==> config.mk <==
export PLATFORM = sky130hd
export DESIGN_NAME = metronome_engine_flat
export DESIGN_NICKNAME = d
export VERILOG_FILES = /design/src/rtl/metronome_engine_pkg.sv /design/src/rtl/metronome_engine_if.sv /design/src/rtl/metronome_engine_click_tone_gen.sv /design/src/rtl/metronome_engine.sv /design/src/flat_wrapper.sv
export SDC_FILE = /design/constraint.sdc
export NUM_CORES = 1
export LEC_CHECK = 0
export BUFFER_PORTS_ARGS = -buffer_cell sky130_fd_sc_hd__buf_2
export CORE_AREA = 5 5 143 145
export CTS_BUF_LIST = sky130_fd_sc_hd__clkbuf_4
export CTS_CLUSTER_SIZE = 14
export DETAILED_ROUTE_END_ITERATION = 8
export DIE_AREA = 0 0 148 150
export SLEW_MARGIN = 5
export SYNTH_ARGS = -nofsm -noshare
export SYNTH_HDL_FRONTEND = slang
export SYNTH_SLANG_ARGS = --single-unit
==> constraint.sdc <==
create_clock -name CLOCK_50 -period 3.5 [get_ports CLOCK_50]
set_clock_uncertainty 0.1 [all_clocks]
set_input_delay 0.7 -clock CLOCK_50 [delete_from_list [all_inputs] [get_ports CLOCK_50]]
set_output_delay 0.7 -clock CLOCK_50 [all_outputs]
set_load 0.05 [all_outputs]
==> src/rtl/metronome_engine_pkg.sv <==
`default_nettype none
// ============================================================================
// Module   : metronome_pkg
// Purpose  : Shared types and constant helpers for the metronome timing core.
//            Holds the engine state encoding, the beat-index width derivation
//            and the beat threshold of the phase accumulator.
// Revision : 1.0 - initial parametrised metronome engine
// ============================================================================
package metronome_pkg;

    // Engine state; the one-bit width is fixed on purpose.
    typedef enum logic [0:0] {
        ST_IDLE = 1'b0,
        ST_RUN  = 1'b1
    } state_t;

    // Width needed to hold beat indices 0..max_beats.
    function automatic int beat_width(input int max_beats);
        return $clog2(max_beats + 1);
    endfunction

    // Counter width able to hold 0..n-1, never below one bit.
    function automatic int cnt_width(input int n);
        return (n > 1) ? $clog2(n) : 1;
    endfunction

    // Accumulator value at which one beat has elapsed: adding bpm every clock,
    // a beat occurs every 60*CLK_HZ/bpm clocks.
    function automatic longint unsigned beat_threshold(input longint unsigned clk_hz);
        return 64'd60 * clk_hz;
    endfunction

endpackage
`default_nettype wire

==> src/rtl/metronome_engine_if.sv <==
`default_nettype none
// ============================================================================
// Module   : metronome_audio_if
// Purpose  : Sample handshake between the metronome engine and the audio
//            controller.
// Signals  : sample_ready - controller can accept a sample this cycle
//            sample_out   - signed click sample
//            sample_write - write strobe, sample_out is taken this cycle
// Modports : master (engine side), slave (audio controller side)
// Revision : 1.0 - initial parametrised metronome engine
// ============================================================================
interface metronome_audio_if #(
    parameter int SAMPLE_W = 32
) ();

    logic                sample_ready;
    logic [SAMPLE_W-1:0] sample_out;
    logic                sample_write;

    modport master (
        input  sample_ready,
        output sample_out,
        output sample_write
    );

    modport slave (
        output sample_ready,
        input  sample_out,
        input  sample_write
    );

endinterface
`default_nettype wire

==> src/rtl/metronome_engine_click_tone_gen.sv <==
`default_nettype none
// ============================================================================
// Module   : click_tone_gen
// Purpose  : Square-wave click synthesiser. Counts written samples, toggles
//            polarity every half-period (shorter half-period for accented
//            clicks) and registers the outgoing sample.
// Ports    : clk            - system clock
//            rst_n          - asynchronous active-low reset
//            i_click_active - value the click gate takes at this edge
//            i_retrigger    - a beat occurs at this edge
//            i_accent       - the beat at this edge is accented
//            i_sample_write - the current sample is consumed this cycle
//            o_sample_out   - registered signed click sample
// Revision : 1.0 - initial parametrised metronome engine
// ============================================================================
module click_tone_gen
    import metronome_pkg::*;
#(
    parameter int                  HALF_NORM = 48,
    parameter int                  HALF_ACC  = 24,
    parameter int                  SAMPLE_W  = 32,
    parameter logic [SAMPLE_W-1:0] AMP       = 'h0800_0000
) (
    input  wire logic                clk,
    input  wire logic                rst_n,
    input  wire logic                i_click_active,
    input  wire logic                i_retrigger,
    input  wire logic                i_accent,
    input  wire logic                i_sample_write,
    output logic      [SAMPLE_W-1:0] o_sample_out
);

    localparam int TONE_W = cnt_width((HALF_NORM > HALF_ACC) ? HALF_NORM : HALF_ACC);
    localparam logic [TONE_W-1:0]   c_norm_last = TONE_W'(HALF_NORM - 1);
    localparam logic [TONE_W-1:0]   c_acc_last  = TONE_W'(HALF_ACC - 1);
    localparam logic [SAMPLE_W-1:0] c_amp_pos   = AMP;
    localparam logic [SAMPLE_W-1:0] c_amp_neg   = -AMP;

    logic [TONE_W-1:0] r_cnt;
    logic              r_pol;     // 1 = positive half
    logic              r_accent;  // pitch latched at the last beat
    logic [TONE_W-1:0] w_last;

    assign w_last = r_accent ? c_acc_last : c_norm_last;

    // The sample register is loaded with the value matching the click gate's
    // next state, so sample_out and click_active change on the same edge.
    always_ff @(posedge clk or negedge rst_n) begin
        if (!rst_n) begin
            r_cnt        <= '0;
            r_pol        <= 1'b1;
            r_accent     <= 1'b0;
            o_sample_out <= '0;
        end else if (i_retrigger) begin
            // Every click starts on a fresh positive half-period.
            r_cnt        <= '0;
            r_pol        <= 1'b1;
            r_accent     <= i_accent;
            o_sample_out <= c_amp_pos;
        end else if (!i_click_active) begin
            r_cnt        <= '0;
            r_pol        <= 1'b1;
            o_sample_out <= '0;
        end else if (i_sample_write && (r_cnt == w_last)) begin
            r_cnt        <= '0;
            r_pol        <= ~r_pol;
            o_sample_out <= r_pol ? c_amp_neg : c_amp_pos;
        end else begin
            // Phase only advances when the controller consumes a sample.
            if (i_sample_write) begin
                r_cnt <= r_cnt + TONE_W'(1);
            end
            o_sample_out <= r_pol ? c_amp_pos : c_amp_neg;
        end
    end

endmodule
`default_nettype wire

==> src/rtl/metronome_engine.sv <==
`default_nettype none
// ============================================================================
// Module   : metronome_engine
// Purpose  : Parametrised metronome timing core. A phase accumulator turns a
//            clamped BPM value into beat strobes with no long-term drift;
//            beats are counted within a measure, downbeats are flagged as
//            accents, and each beat opens a click window carrying a
//            square-wave tone for the audio controller.
// Ports    : CLOCK_50          - system clock
//            iRST_N            - asynchronous active-low reset
//            run               - 1 = running, 0 = stopped
//            bpm               - requested tempo (clamped MIN_BPM..MAX_BPM)
//            beats_per_measure - beats per measure, 0 treated as 1
//            accent_en         - accent beat index 0
//            beat_pulse        - one-cycle strobe per beat
//            accent_pulse      - one-cycle strobe on accented beats
//            beat_idx          - 0-based beat index within the measure
//            click_active      - click window gate (also drives the LEDs)
//            audio             - sample handshake to the audio controller
// Revision : 1.0 - initial parametrised metronome engine
// ============================================================================
module metronome_engine
    import metronome_pkg::*;
#(
    parameter int                  CLK_HZ       = 50_000_000,
    parameter int                  ACC_W        = 32,
    parameter int                  BPM_W        = 9,
    parameter int                  MIN_BPM      = 30,
    parameter int                  MAX_BPM      = 300,
    parameter int                  MAX_BEATS    = 16,
    parameter int                  CLICK_CYCLES = 2_500_000,
    parameter int                  HALF_NORM    = 48,
    parameter int                  HALF_ACC     = 24,
    parameter int                  SAMPLE_W     = 32,
    parameter logic [SAMPLE_W-1:0] AMP          = 'h0800_0000,
    localparam int                 BEAT_W       = beat_width(MAX_BEATS)
) (
    input  wire logic              CLOCK_50,
    input  wire logic              iRST_N,
    input  wire logic              run,
    input  wire logic [BPM_W-1:0]  bpm,
    input  wire logic [BEAT_W-1:0] beats_per_measure,
    input  wire logic              accent_en,
    output logic                   beat_pulse,
    output logic                   accent_pulse,
    output logic      [BEAT_W-1:0] beat_idx,
    output logic                   click_active,
    metronome_audio_if.master      audio
);

    localparam logic [ACC_W-1:0]   c_threshold  = ACC_W'(beat_threshold(64'(CLK_HZ)));
    localparam int                 CLICK_W      = cnt_width(CLICK_CYCLES);
    localparam logic [CLICK_W-1:0] c_click_load = CLICK_W'(CLICK_CYCLES - 1);

    state_t              r_state;
    state_t              w_state_next;
    logic                w_start;
    logic                w_stop;
    logic                w_running;
    logic                w_sample_write;

    logic [BPM_W-1:0]    w_bpm_eff;
    logic [ACC_W-1:0]    r_acc;
    logic [ACC_W-1:0]    w_sum;
    logic                w_hit;
    logic                w_beat;

    logic [BEAT_W-1:0]   w_meas;
    logic [BEAT_W-1:0]   w_idx_inc;
    logic [BEAT_W-1:0]   w_idx_adv;
    logic [BEAT_W-1:0]   w_idx_new;
    logic                w_accent;

    logic [CLICK_W-1:0]  r_click_cnt;
    logic                w_click_next;
    logic [SAMPLE_W-1:0] w_sample_out;

    // ---------------------------------------------------------------- FSM
    always_ff @(posedge CLOCK_50 or negedge iRST_N) begin
        if (!iRST_N) begin
            r_state <= ST_IDLE;
        end else begin
            r_state <= w_state_next;
        end
    end

    always_comb begin
        w_state_next = r_state;
        case (r_state)
            ST_IDLE: w_state_next = run ? ST_RUN : ST_IDLE;
            ST_RUN:  w_state_next = run ? ST_RUN : ST_IDLE;
            default: w_state_next = ST_IDLE;
        endcase
    end

    always_comb begin
        w_start        = 1'b0;
        w_stop         = 1'b0;
        w_running      = 1'b0;
        w_sample_write = 1'b0;
        case (r_state)
            ST_IDLE: w_start = run;
            ST_RUN: begin
                w_stop         = ~run;
                w_running      = run;
                w_sample_write = audio.sample_ready;
            end
            default: ;
        endcase
    end

    // ---------------------------------------------------------- tempo path
    always_comb begin
        if (bpm < BPM_W'(MIN_BPM)) begin
            w_bpm_eff = BPM_W'(MIN_BPM);
        end else if (bpm > BPM_W'(MAX_BPM)) begin
            w_bpm_eff = BPM_W'(MAX_BPM);
        end else begin
            w_bpm_eff = bpm;
        end
    end

    assign w_sum = r_acc + ACC_W'(w_bpm_eff);
    assign w_hit = (w_sum >= c_threshold);
    // A falling run suppresses any beat due at the same edge.
    assign w_beat = w_start | (w_running & w_hit);

    // ------------------------------------------------------- beat counting
    assign w_meas    = (beats_per_measure == '0) ? BEAT_W'(1) : beats_per_measure;
    assign w_idx_inc = beat_idx + BEAT_W'(1);
    // ">=" also catches a measure shortened below the current index.
    assign w_idx_adv = (w_idx_inc >= w_meas) ? '0 : w_idx_inc;
    assign w_idx_new = w_start ? '0 : w_idx_adv;
    assign w_accent  = w_beat & accent_en & (w_idx_new == '0);

    always_ff @(posedge CLOCK_50 or negedge iRST_N) begin
        if (!iRST_N) begin
            r_acc        <= '0;
            beat_pulse   <= 1'b0;
            accent_pulse <= 1'b0;
            beat_idx     <= '0;
        end else begin
            beat_pulse   <= w_beat;
            accent_pulse <= w_accent;
            if (w_running) begin
                // Keep the remainder so the beat period has no drift.
                r_acc <= w_hit ? (w_sum - c_threshold) : w_sum;
                if (w_hit) begin
                    beat_idx <= w_idx_adv;
                end
            end else begin
                r_acc    <= '0;
                beat_idx <= '0;
            end
        end
    end

    // ---------------------------------------------------------- click gate
    // A beat reloads the window even when it coincides with expiry.
    assign w_click_next = w_beat | (click_active & ~w_stop & (r_click_cnt != '0));

    always_ff @(posedge CLOCK_50 or negedge iRST_N) begin
        if (!iRST_N) begin
            click_active <= 1'b0;
            r_click_cnt  <= '0;
        end else begin
            click_active <= w_click_next;
            if (w_beat) begin
                r_click_cnt <= c_click_load;
            end else if (w_click_next) begin
                r_click_cnt <= r_click_cnt - CLICK_W'(1);
            end else begin
                r_click_cnt <= '0;
            end
        end
    end

    // ---------------------------------------------------------------- tone
    click_tone_gen #(
        .HALF_NORM (HALF_NORM),
        .HALF_ACC  (HALF_ACC),
        .SAMPLE_W  (SAMPLE_W),
        .AMP       (AMP)
    ) u_click_tone_gen (
        .clk            (CLOCK_50),
        .rst_n          (iRST_N),
        .i_click_active (w_click_next),
        .i_retrigger    (w_beat),
        .i_accent       (w_accent),
        .i_sample_write (w_sample_write),
        .o_sample_out   (w_sample_out)
    );

    assign audio.sample_out   = w_sample_out;
    assign audio.sample_write = w_sample_write;

endmodule
`default_nettype wire

==> src/flat_wrapper.sv <==
// flat-port wrapper written by rule: the top's interface ports become plain ports
module metronome_engine_flat import metronome_pkg::*;
#(
    parameter int                  CLK_HZ       = 50_000_000,
    parameter int                  ACC_W        = 32,
    parameter int                  BPM_W        = 9,
    parameter int                  MIN_BPM      = 30,
    parameter int                  MAX_BPM      = 300,
    parameter int                  MAX_BEATS    = 16,
    parameter int                  CLICK_CYCLES = 2_500_000,
    parameter int                  HALF_NORM    = 48,
    parameter int                  HALF_ACC     = 24,
    parameter int                  SAMPLE_W     = 32,
    parameter logic [SAMPLE_W-1:0] AMP          = 'h0800_0000,
    localparam int                 BEAT_W       = beat_width(MAX_BEATS)
)
  (CLOCK_50, iRST_N, run, bpm, beats_per_measure, accent_en, beat_pulse, accent_pulse, beat_idx, click_active, audio_sample_ready, audio_sample_out, audio_sample_write);
  metronome_audio_if #(.SAMPLE_W(SAMPLE_W)) audio_i ();
  input  wire logic CLOCK_50;
  input  wire logic iRST_N;
  input  wire logic run;
  input  wire logic [BPM_W-1:0] bpm;
  input  wire logic [BEAT_W-1:0] beats_per_measure;
  input  wire logic accent_en;
  output logic beat_pulse;
  output logic accent_pulse;
  output logic      [BEAT_W-1:0] beat_idx;
  output logic click_active;
  input wire logic [$bits(audio_i.sample_ready)-1:0] audio_sample_ready;
  output wire logic [$bits(audio_i.sample_out)-1:0] audio_sample_out;
  output wire logic [$bits(audio_i.sample_write)-1:0] audio_sample_write;
  assign audio_i.sample_ready = audio_sample_ready;
  assign audio_sample_out = audio_i.sample_out;
  assign audio_sample_write = audio_i.sample_write;
  metronome_engine #(.CLK_HZ(CLK_HZ), .ACC_W(ACC_W), .BPM_W(BPM_W), .MIN_BPM(MIN_BPM), .MAX_BPM(MAX_BPM), .MAX_BEATS(MAX_BEATS), .CLICK_CYCLES(CLICK_CYCLES), .HALF_NORM(HALF_NORM), .HALF_ACC(HALF_ACC), .SAMPLE_W(SAMPLE_W), .AMP(AMP)) u_core (.CLOCK_50(CLOCK_50), .iRST_N(iRST_N), .run(run), .bpm(bpm), .beats_per_measure(beats_per_measure), .accent_en(accent_en), .beat_pulse(beat_pulse), .accent_pulse(accent_pulse), .beat_idx(beat_idx), .click_active(click_active), .audio(audio_i));
endmodule
### After elaboration in Yosys (flattened, before gate mapping)

Cells that the tools add are included.

| storage, ports and cells | value |
|---|---|
| bits in registers | 103 |
| input port bits | 19 |
| output and inout port bits | 41 |

| cells by class | value |
|---|---|
| magnitude comparators | 4 |
| reductions and logical operators | 4 |
| equal/unequal tests | 4 |
| $add $sub $neg | 5 |
| muxes and demuxes | 29 |
| bitwise gates (word level) | 10 |

Operators with widths:

| cell | number |
|---|---|
| 2-to-1 mux 32 bit | 7 |
| 2-to-1 mux 22 bit | 2 |
| adder 32 x 9 -> 32 bit | 1 |
| greater-or-equal comparator 32 bit (second input constant) | 1 |
| subtractor 32 bit (second input constant) | 1 |
| 2-to-1 mux 6 bit | 5 |
| 2-to-1 mux 5 bit | 5 |
| nonzero test 22 bit | 1 |
| subtractor 22 x 1 -> 22 bit (second input constant) | 1 |
| 2-to-1 mux 9 bit | 2 |
| zero test 5 bit | 2 |
| > comparator 9 bit (second input constant) | 1 |
| < comparator 9 x 5 -> 1 bit (second input constant) | 1 |
| 2-to-1 mux 1 bit | 8 |
| adder 6 x 1 -> 6 bit (second input constant) | 1 |
| equality test 6 bit | 1 |
| adder 5 x 1 -> 5 bit (second input constant) | 1 |
| AND 1 bit | 5 |
| greater-or-equal comparator 5 bit | 1 |
| inequality test 4 x 1 -> 1 bit (second input constant) | 1 |
| inequality test 3 x 1 -> 1 bit (second input constant) | 1 |
| inverter 1 bit | 3 |
| inequality test 2 bit (second input constant) | 1 |
| OR 1 bit | 2 |
| logical AND 1 bit | 1 |

### Longest topological paths before layout

Gate-level depths: netlist of the first run.

| logic depth | value |
|---|---|
| word-level depth | 10 |
| mapped depth | 18 |

### Cells and area by module

Synthesis of the first run repeated with hierarchy kept, for this count alone.

| unflattened totals | value |
|---|---|
| cell total of the unflattened synthesis | 632 |
| area total of the unflattened synthesis | 5640.4 um^2 |

By module, submodules not included:

| module | times used | cells each | area each (um^2) | sequential area each (um^2) |
|---|---|---|---|---|
| metronome_engine | 1 | 557 | 4899.7 | 1576.5 |
| click_tone_gen | 1 | 75 | 740.7 | 251.5 |

### Least setup slack after synthesis of the first run

No wires, ideal clock.

| timing | value |
|---|---|
| kind | input-to-reg |
| start point | in bpm[0] |
| end point | reg u_core.u_click_tone_gen.r_accent |
| arrival time | 4796 ps |
| data required time | 3273 ps |
| setup slack | -1524 ps |
| setup time | 127 ps |
| cell stages on the path | 17 |
| buffers on the path | 0 |
| cell sequence | o211a_1 o21a_1 o31ai_1 and3_1 ha_1 inv_1 fa_1 nand2b_1 a211o_1 a2111oi_4 xor2_1 nor4_4 o211ai_4 o2111a_2 o31ai_4 inv_4 mux2_1 |

| between the ends | value |
|---|---|
| word-level cells in the longest chain between the ends | 9 |

RTL lines:

| item | line | RTL |
|---|---|---|
| from (decl) | flat_wrapper.sv:22 | `input wire logic [BPM_W-1:0] bpm;` |
| > comparator 9 bit | metronome_engine.sv:116 | `end else if (bpm > BPM_W'(MAX_BPM)) begin` |
| 2-to-1 mux 9 bit | metronome_engine.sv:116 |  |
| 2-to-1 mux 9 bit (*) | metronome_engine.sv:114 | `if (bpm < BPM_W'(MIN_BPM)) begin` |
| adder 32 x 9 -> 32 bit (*) | metronome_engine.sv:123 | `assign w_sum = r_acc + ACC_W'(w_bpm_eff);` |
| greater-or-equal comparator 32 bit (*) | metronome_engine.sv:124 | `assign w_hit = (w_sum >= c_threshold);` |
| AND 1 bit (*) | metronome_engine.sv:126 | `assign w_beat = w_start \| (w_running & w_hit);` |
| OR 1 bit (*) | metronome_engine.sv:126 |  |
| AND 1 bit (2 in series) | metronome_engine.sv:134 | `assign w_accent = w_beat & accent_en & (w_idx_new == '0);` |
| to (signal assigned) | metronome_engine_click_tone_gen.sv:58 | `r_accent <= i_accent;` |
| to (decl) | metronome_engine_click_tone_gen.sv:41 | `logic r_accent;` |

Every way passes the cells marked *; elsewhere a longest branch is shown, timed or not.
A chain may end at the register's enable or synchronous reset.

### Worst setup path after layout of the first run

Ends and elaborated chain as after synthesis.

==> results.yml, run 1 <==
timing:
  fmax_mhz: 227
  setup_violations: 62
  hold_viol_final: 0
  worst_pin_slew_ns: 0.960
  worst_hold_slack_ns: 0.290
  fin_crit_ns: 4.41
  slew_viol_final: 0
  slew_headroom: 0.360
  rsz0062_at_grt: "true"
  finalCritPeriodShare: 1.26
  setup_ws_ns: -0.909
layout:
  nNetsFinal: 821
  diodes: 0
  fin_area_um2: 7500
  fin_util: 0.393
  drive_gt1_frac: 0.362
  fill_cells: 1876
  syn2layout_area_growth_pct: 34.6
  layout_common_cells: "126 x buf_4, 71 x dfrtp_1, 65 x nand2_1"
  final_common_cell: "buf_4"
pwr:
  powerDensity_nw_per_um2: 250
  p_total_mw: 1.87
  pwr-share-seq: 0.483
  power_leakage_nw: 3.33
  p_sw_mw: 0.674
  ir_drop_mv: 0.276
  p_sw_frac: 0.360
  power_frac_clock: 0.269
  p_comb_frac: 0.248
  intPower_mw: 1.20
synthesis:
  synth_edf_count: 0
  synthArstFlopShare: 1.00
  ys_seq_area_frac: 0.324
  ys_types: 91
  synth-seq-cells: 72
  synth_cells: 629
  yosys_warnings: 0
  netlist_area_um2: 5570
  synth_ff_type: "dfrtp_1"
  avgSynthCellArea_um2: 8.85
die:
  core.rowCount: 51
  coreArea_um2: 19100
  dieArea_um2: 22200
  io_pins: 60
  start_util: 0.292
  die_w_um: 148
  fp.dieH_um: 150
global_routing:
  grt_pass1_wl_mm: 25.6
  grt_max_degree: 73
  grt_pass1_vias: 5201
  grt_antenna_before_repair: 0
  gr-usage-all-layers: 0.141
  gr-total-overflow: 0
placement:
  post-dp-hpwl_mm: 11.1
  routabilityCongestion: 0.894
  dpl_cell_area_um2: 6810
  port_buffers: 32
drt:
  drc: 0
  wl_per_cell_um: 14.9
  ant_nets: 0
  viasPerCell: 4.91
  drtIter0Drc: 275
  routed_wl_mm: 15.3
  vias: 5039
  drtPass1Iterations: 5
status:
  status: "complete, but fails checks"
  violations: "setup timing"
clock_tree:
  clk_pin_slew_ns: 0.13
  cts-root-buf: "clkbuf_4"
  cts_buffers: 9
  htree_levels: 3
  cts_tree: "yes"
  cts_hold_buffers: 0
  clock_path_buffers: 2
  cts.sinks: 72
  clk_latency_ns: 0.45
setup_path:
  worstSetupPathType: "primary input to flip-flop"
  cp-start-kind: "primary input"
  crit_required_ns: 3.74
  crit_path_end_kind: "flip-flop"
  cp_max_fo: 5
  cp.arrival_ns: 4.65
hold_path:
  worstHoldPathType: "primary input to async pin"
flow_run:
  drv_cap: 0
-- repair_timing --
item,CTS,global route
cloned,1,0
endpoints found under the setup margin,62,62
gates resized for setup,63,36
buffers inserted,11,5
pin swaps,12,18
-- registers in the layout, indices dropped and copies added, names as in the netlist --
register	cells
u_core.u_click_tone_gen.r_cnt	6
u_core.accent_pulse	1
u_core.u_click_tone_gen.r_pol	1
u_core.r_click_cnt	22
u_core.beat_pulse	1
u_core.r_state	1
u_core.r_acc	32
u_core.beat_idx	5
u_core.u_click_tone_gen.o_sample_out	1
u_core.click_active	1
u_core.u_click_tone_gen.r_accent	1
-- cells by family after synthesis --
| group | Yosys count | synth area share |
|---|---|---|
| DFF | 72 | 0.324 |
| and+or+nand+nor | 238 | 0.232 |
| AOI/OAI and AO/OA | 152 | 0.201 |
| buffers and inverters | 74 | 0.0762 |
| adders and majority gates | 19 | 0.0440 |
| muxes | 20 | 0.0364 |
| other | 1 | 0.000673 |
| xor gates and xnor gates | 53 | 0.0860 |
-- metal layers --
layer  GRT usage  part of all wire  routed length [µm]  vias to the layer above
li1            -                 -                   -                     2519
met1       0.176              0.45                6920                     2395
met2       0.243              0.49                7450                      101
met3      0.0348             0.043                 652                       24
met4      0.0379             0.016                 247                        0
met5           0                 0                   0                        -
-- per-stage QoR --
| step | TNS (ns) | worst slack (ns) | cells |
|---|---|---|---|
| floorplan | -68.09 | -1.30 | 655 |
| CTS | -49.25 | -0.892 | 1022 |
| finish | -51.01 | -0.909 | 1026 |
| global route | -59.77 | -1.05 | 1026 |
| detailed placement | -85.90 | -1.51 | 994 |
| global placement | -80.73 | -1.39 | 994 |
-- worst paths after layout --
check                      slack (ns)                            start                                      endpoint  cells past startpoint
hold / removal                   0.29                           iRST_N                   u_core.beat_pulse$_DFF_PN0_                      1
max in group asynchronous        2.39                           iRST_N                     u_core.r_acc[4]$_DFF_PN0_                      1
hold reg to reg                  0.41  u_core.r_click_cnt[0]$_DFF_PN0_               u_core.r_click_cnt[0]$_DFF_PN0_                      1
setup / recovery                -0.91                           bpm[0]  u_core.u_click_tone_gen.r_accent$_DFFE_PN0N_                     18
min in group CLOCK_50            0.36                              run                      u_core.r_state$_DFF_PN0_                      1
setup reg to reg                -0.13        u_core.r_acc[7]$_DFF_PN0_                    u_core.r_acc[19]$_DFF_PN0_                     14
-- power groups by stage --
stage | Sequential, mW | Combinational [mW] | Clock [mW]
after global placement | 0.919 | 0.429 | 0
final | 0.904 | 0.464 | 0.503
after global routing | 0.911 | 0.510 | 0.571
after floorplan | 0.919 | 0.309 | 0
after detailed placement | 0.919 | 0.432 | 0
after CTS | 0.905 | 0.458 | 0.528
-- critical path, stage by stage --
cell	delay (ns)
buf_6	0.09
o211a_1	0.22
o21a_1	0.20
o31ai_4	0.21
and3_1	0.20
ha_2	0.18
inv_2	0.04
fa_2	0.35
nand2b_4	0.16
a211o_4	0.37
a2111oi_4	0.38
xor2_2	0.16
nor4_4	0.26
o211ai_4	0.13
o2111a_2	0.30
o31ai_4	0.29
inv_4	0.11
mux2_4	0.31
-- layout make-up --
| cell class | count | area, µm² | share of cell area |
|---|---|---|---|
| timing repair buffer | 168 | 1280 | 0.171 |
| clock inverter | 7 | 55.1 | 0.00734 |
| sequential | 72 | 1800 | 0.241 |
| tap | 238 | 298 | 0.0397 |
| clock buffer | 9 | 67.6 | 0.00901 |
| multi-input combinational | 509 | 3900 | 0.520 |
| inverter | 23 | 88.8 | 0.0119 |
-- cell usage after synthesis, drive strengths merged (12+ instances only) --
library cell	count	area, µm²
nor4	12	111
nand2b	12	75.1
nand2	66	250
xor2	23	209
a21oi	31	159
xnor2	30	270
o21ai	44	231
buf	41	297
mux2i	18	180
ha	18	225
inv	23	88.8
dfrtp	71	1780
nor2	42	158
nor3	31	211
nand3	21	118
Power figures use the tool's default switching activity.
==> inputs of run 2 (changes only) <==
Settings changed: CORE_AREA 5 5 143 145 to 5 5 131 133, DIE_AREA 0 0 148 150 to 0 0 136 138.
==> run 2 against run 1 <==
  * The flow still finishes with violations (setup timing)
  * Count of clock-buffer cells in the layout grew 2
  * Total power grew 4.9%
  * Sequential power is essentially flat
  * Via count grew 6.3%
  * Non-clock buffer count grew 11
  * Die area shrank 15%
  * Sequential share of layout area shrank 1.1 points
  * Critical path type unchanged
  * Highest routed layer unchanged
==> results.yml, run 2 (same netlist as run 1, synthesis figures left out) <==
setup_path:
  cp_slowest_cell: "a311o_2"
  cpLargestDelayFamily: "compound AO/OA/AOI/OAI gates"
  cpMostUsedCell: "o31ai_4"
  crit_required_ns: 3.75
  crit_path_end_kind: "flip-flop"
  path_cells: "buf_6 > o211a_1 > o21a_1 > o31ai_4 > inv_1 > or3_4 > ha_4 > a21o_1 > a311o_2 > buf_4 > o211ai_2 > xor2_2 > o41a_1 > o211ai_4 > o2111a_2 > o31ai_4 > inv_4 > mux2_4"
  worstSetupPathType: "primary input to flip-flop"
  cp_max_fo: 6
  cp-start-kind: "primary input"
  cp.arrival_ns: 4.70
  cpPeakStageDelay_ns: 0.51
  critPathBufInv: 4
drt:
  top_layer: "met4"
  drtPass1Iterations: 4
  wl_per_cell_um: 16.5
  wl_met1_mm: 7.19
  viasPerCell: 5.28
  ant_nets: 0
  dr_wl_met3_um: 773
  vias: 5355
  routed_wl_mm: 16.7
  drtIter0Drc: 370
  met2RoutedLength_mm: 8.42
  drc: 0
clock_tree:
  clock_path_buffers: 2
  cts_buffers: 9
  cts_tree: "yes"
  cts.sinks: 72
  htree_levels: 3
  cts-root-buf: "clkbuf_4"
  clk_latency_ns: 0.46
  clk_pin_slew_ns: 0.13
placement:
  dpl_cell_area_um2: 6770
  routabilityCongestion: 0.903
  place_ws_ns: -1.59
  post-dp-hpwl_mm: 11.6
  placed_cells: 970
  port_buffers: 32
timing:
  fin_crit_ns: 4.45
  slew_viol_final: 0
  worst_pin_slew_ns: 0.957
  hold_viol_final: 0
  setup_violations: 62
  rsz0062_at_grt: "true"
  setup_ws_ns: -0.951
  fmax_mhz: 225
  finalCritPeriodShare: 1.27
  slew_headroom: 0.362
layout:
  diodes: 0
  instances_no_fill: 1015
  largest_register: "u_core.r_acc"
  nNetsFinal: 832
  layout_common_cells: "121 x buf_4, 71 x dfrtp_1, 63 x nand2_1"
  drive_gt1_frac: 0.399
  fin_area_um2: 7870
  largest_reg_flops: 32
  largestRegisters: "u_core.r_acc (32), u_core.r_click_cnt (22), u_core.u_click_tone_gen.r_cnt (6)"
  fin_util: 0.501
  final_common_cell: "buf_4"
  syn2layout_area_growth_pct: 41.2
global_routing:
  grt_max_degree: 73
  grt_pass1_wl_mm: 26.6
  grt_pass1_vias: 5381
  gr-usage-all-layers: 0.172
  grt_antenna_before_repair: 0
  gr-total-overflow: 0
pwr:
  power_leakage_nw: 3.44
  p_total_mw: 1.96
  ir_drop_mv: 0.251
  powerDensity_nw_per_um2: 250
die:
  core.rowCount: 46
  io_pins: 60
  die_w_um: 136
  dieArea_um2: 18800
  fp.dieH_um: 138
  start_util: 0.354
  coreArea_um2: 15700
status:
  status: "complete, but fails checks"
  violations: "setup timing"
flow_run:
  drv_cap: 0
hold_path:
  worstHoldPathType: "primary input to async pin"
[run 2: changes by cell type in the layout (fill, tap and decap cells not counted), moves of 3 or more]
| cell | before | now |
|---|---|---|
| a21oi_4 | 2 | 9 |
| buf_4 | 126 | 121 |
| nor3_2 | 6 | 12 |
| buf_6 | 7 | 22 |
| nor3_4 | 9 | 5 |
| a21oi_1 | 18 | 13 |
| nand3_1 | 20 | 17 |
| nand3_2 | 0 | 3 |
[run 2: path summary, 6_finish.rpt]
check,cells after the start,slack [ns],endpoint,from
min reg2reg,1,0.43,u_core.r_click_cnt[0]$_DFF_PN0_,u_core.r_click_cnt[0]$_DFF_PN0_
max in group asynchronous,1,2.40,u_core.r_click_cnt[16]$_DFF_PN0_,iRST_N
max,18,-0.95,u_core.u_click_tone_gen.r_accent$_DFFE_PN0N_,bpm[0]
min in group CLOCK_50,1,0.35,u_core.r_state$_DFF_PN0_,run
min,1,0.28,u_core.r_acc[23]$_DFF_PN0_,iRST_N
max reg2reg,13,-0.21,u_core.r_acc[23]$_DFF_PN0_,u_core.r_acc[7]$_DFF_PN0_
[run 2: area by class of cell]
class                      count  area, µm²
multi-input combinational    509       4140
tap                          216        270
fill                        1403       7850
timing repair buffer         179       1430
inverter                      23       88.8
sequential                    72       1800
clock buffer                  11       82.6
clock inverter                 5       58.8
[run 2: where the power goes]
group / internal [mW] / switching, mW / leakage, nW / total (mW)
Clock: 0.234 / 0.330 / 0.0747 / 0.564
Sequential: 0.869 / 0.0357 / 0.970 / 0.905
Combinational: 0.192 / 0.302 / 2.39 / 0.493
Total: 1.29 / 0.668 / 3.44 / 1.96
[run 2: worst register-to-register path, delay by kind of cell, from the launching register on]
kind	cells	cell delay (ns)
AOI/OAI and AO/OA	6	1.68
adders and majority gates	1	0.34
buffers and inverters	3	0.54
DFF	1	0.40
muxes	1	0.22
and+or+nand+nor	2	0.35
[run 2: what timing repair did]
item	4_1_cts	5_1_grt
cloned	0	1
gates resized for setup	97	56
endpoints found under the setup margin	62	62
hold buffers	0	0
endpoints found under the hold margin	0	0
buffers inserted	18	12
pin swaps	33	28
[run 2: through the flow]
stage	hold slack, ns	setup TNS [ns]
after floorplan	0.304	-68.09
after global placement	0.406	-82.37
after detailed placement	0.416	-86.80
after CTS	0.316	-47.53
after global routing	0.331	-64.23
final	0.284	-53.57
[run 2: metal layers]
| metal | global-route usage | vias to the layer above |
|---|---|---|
| li1 | - | 2549 |
| met1 | 0.224 | 2635 |
| met2 | 0.287 | 144 |
| met3 | 0.0279 | 27 |
| met4 | 0.0615 | 0 |
| met5 | 0 | - |
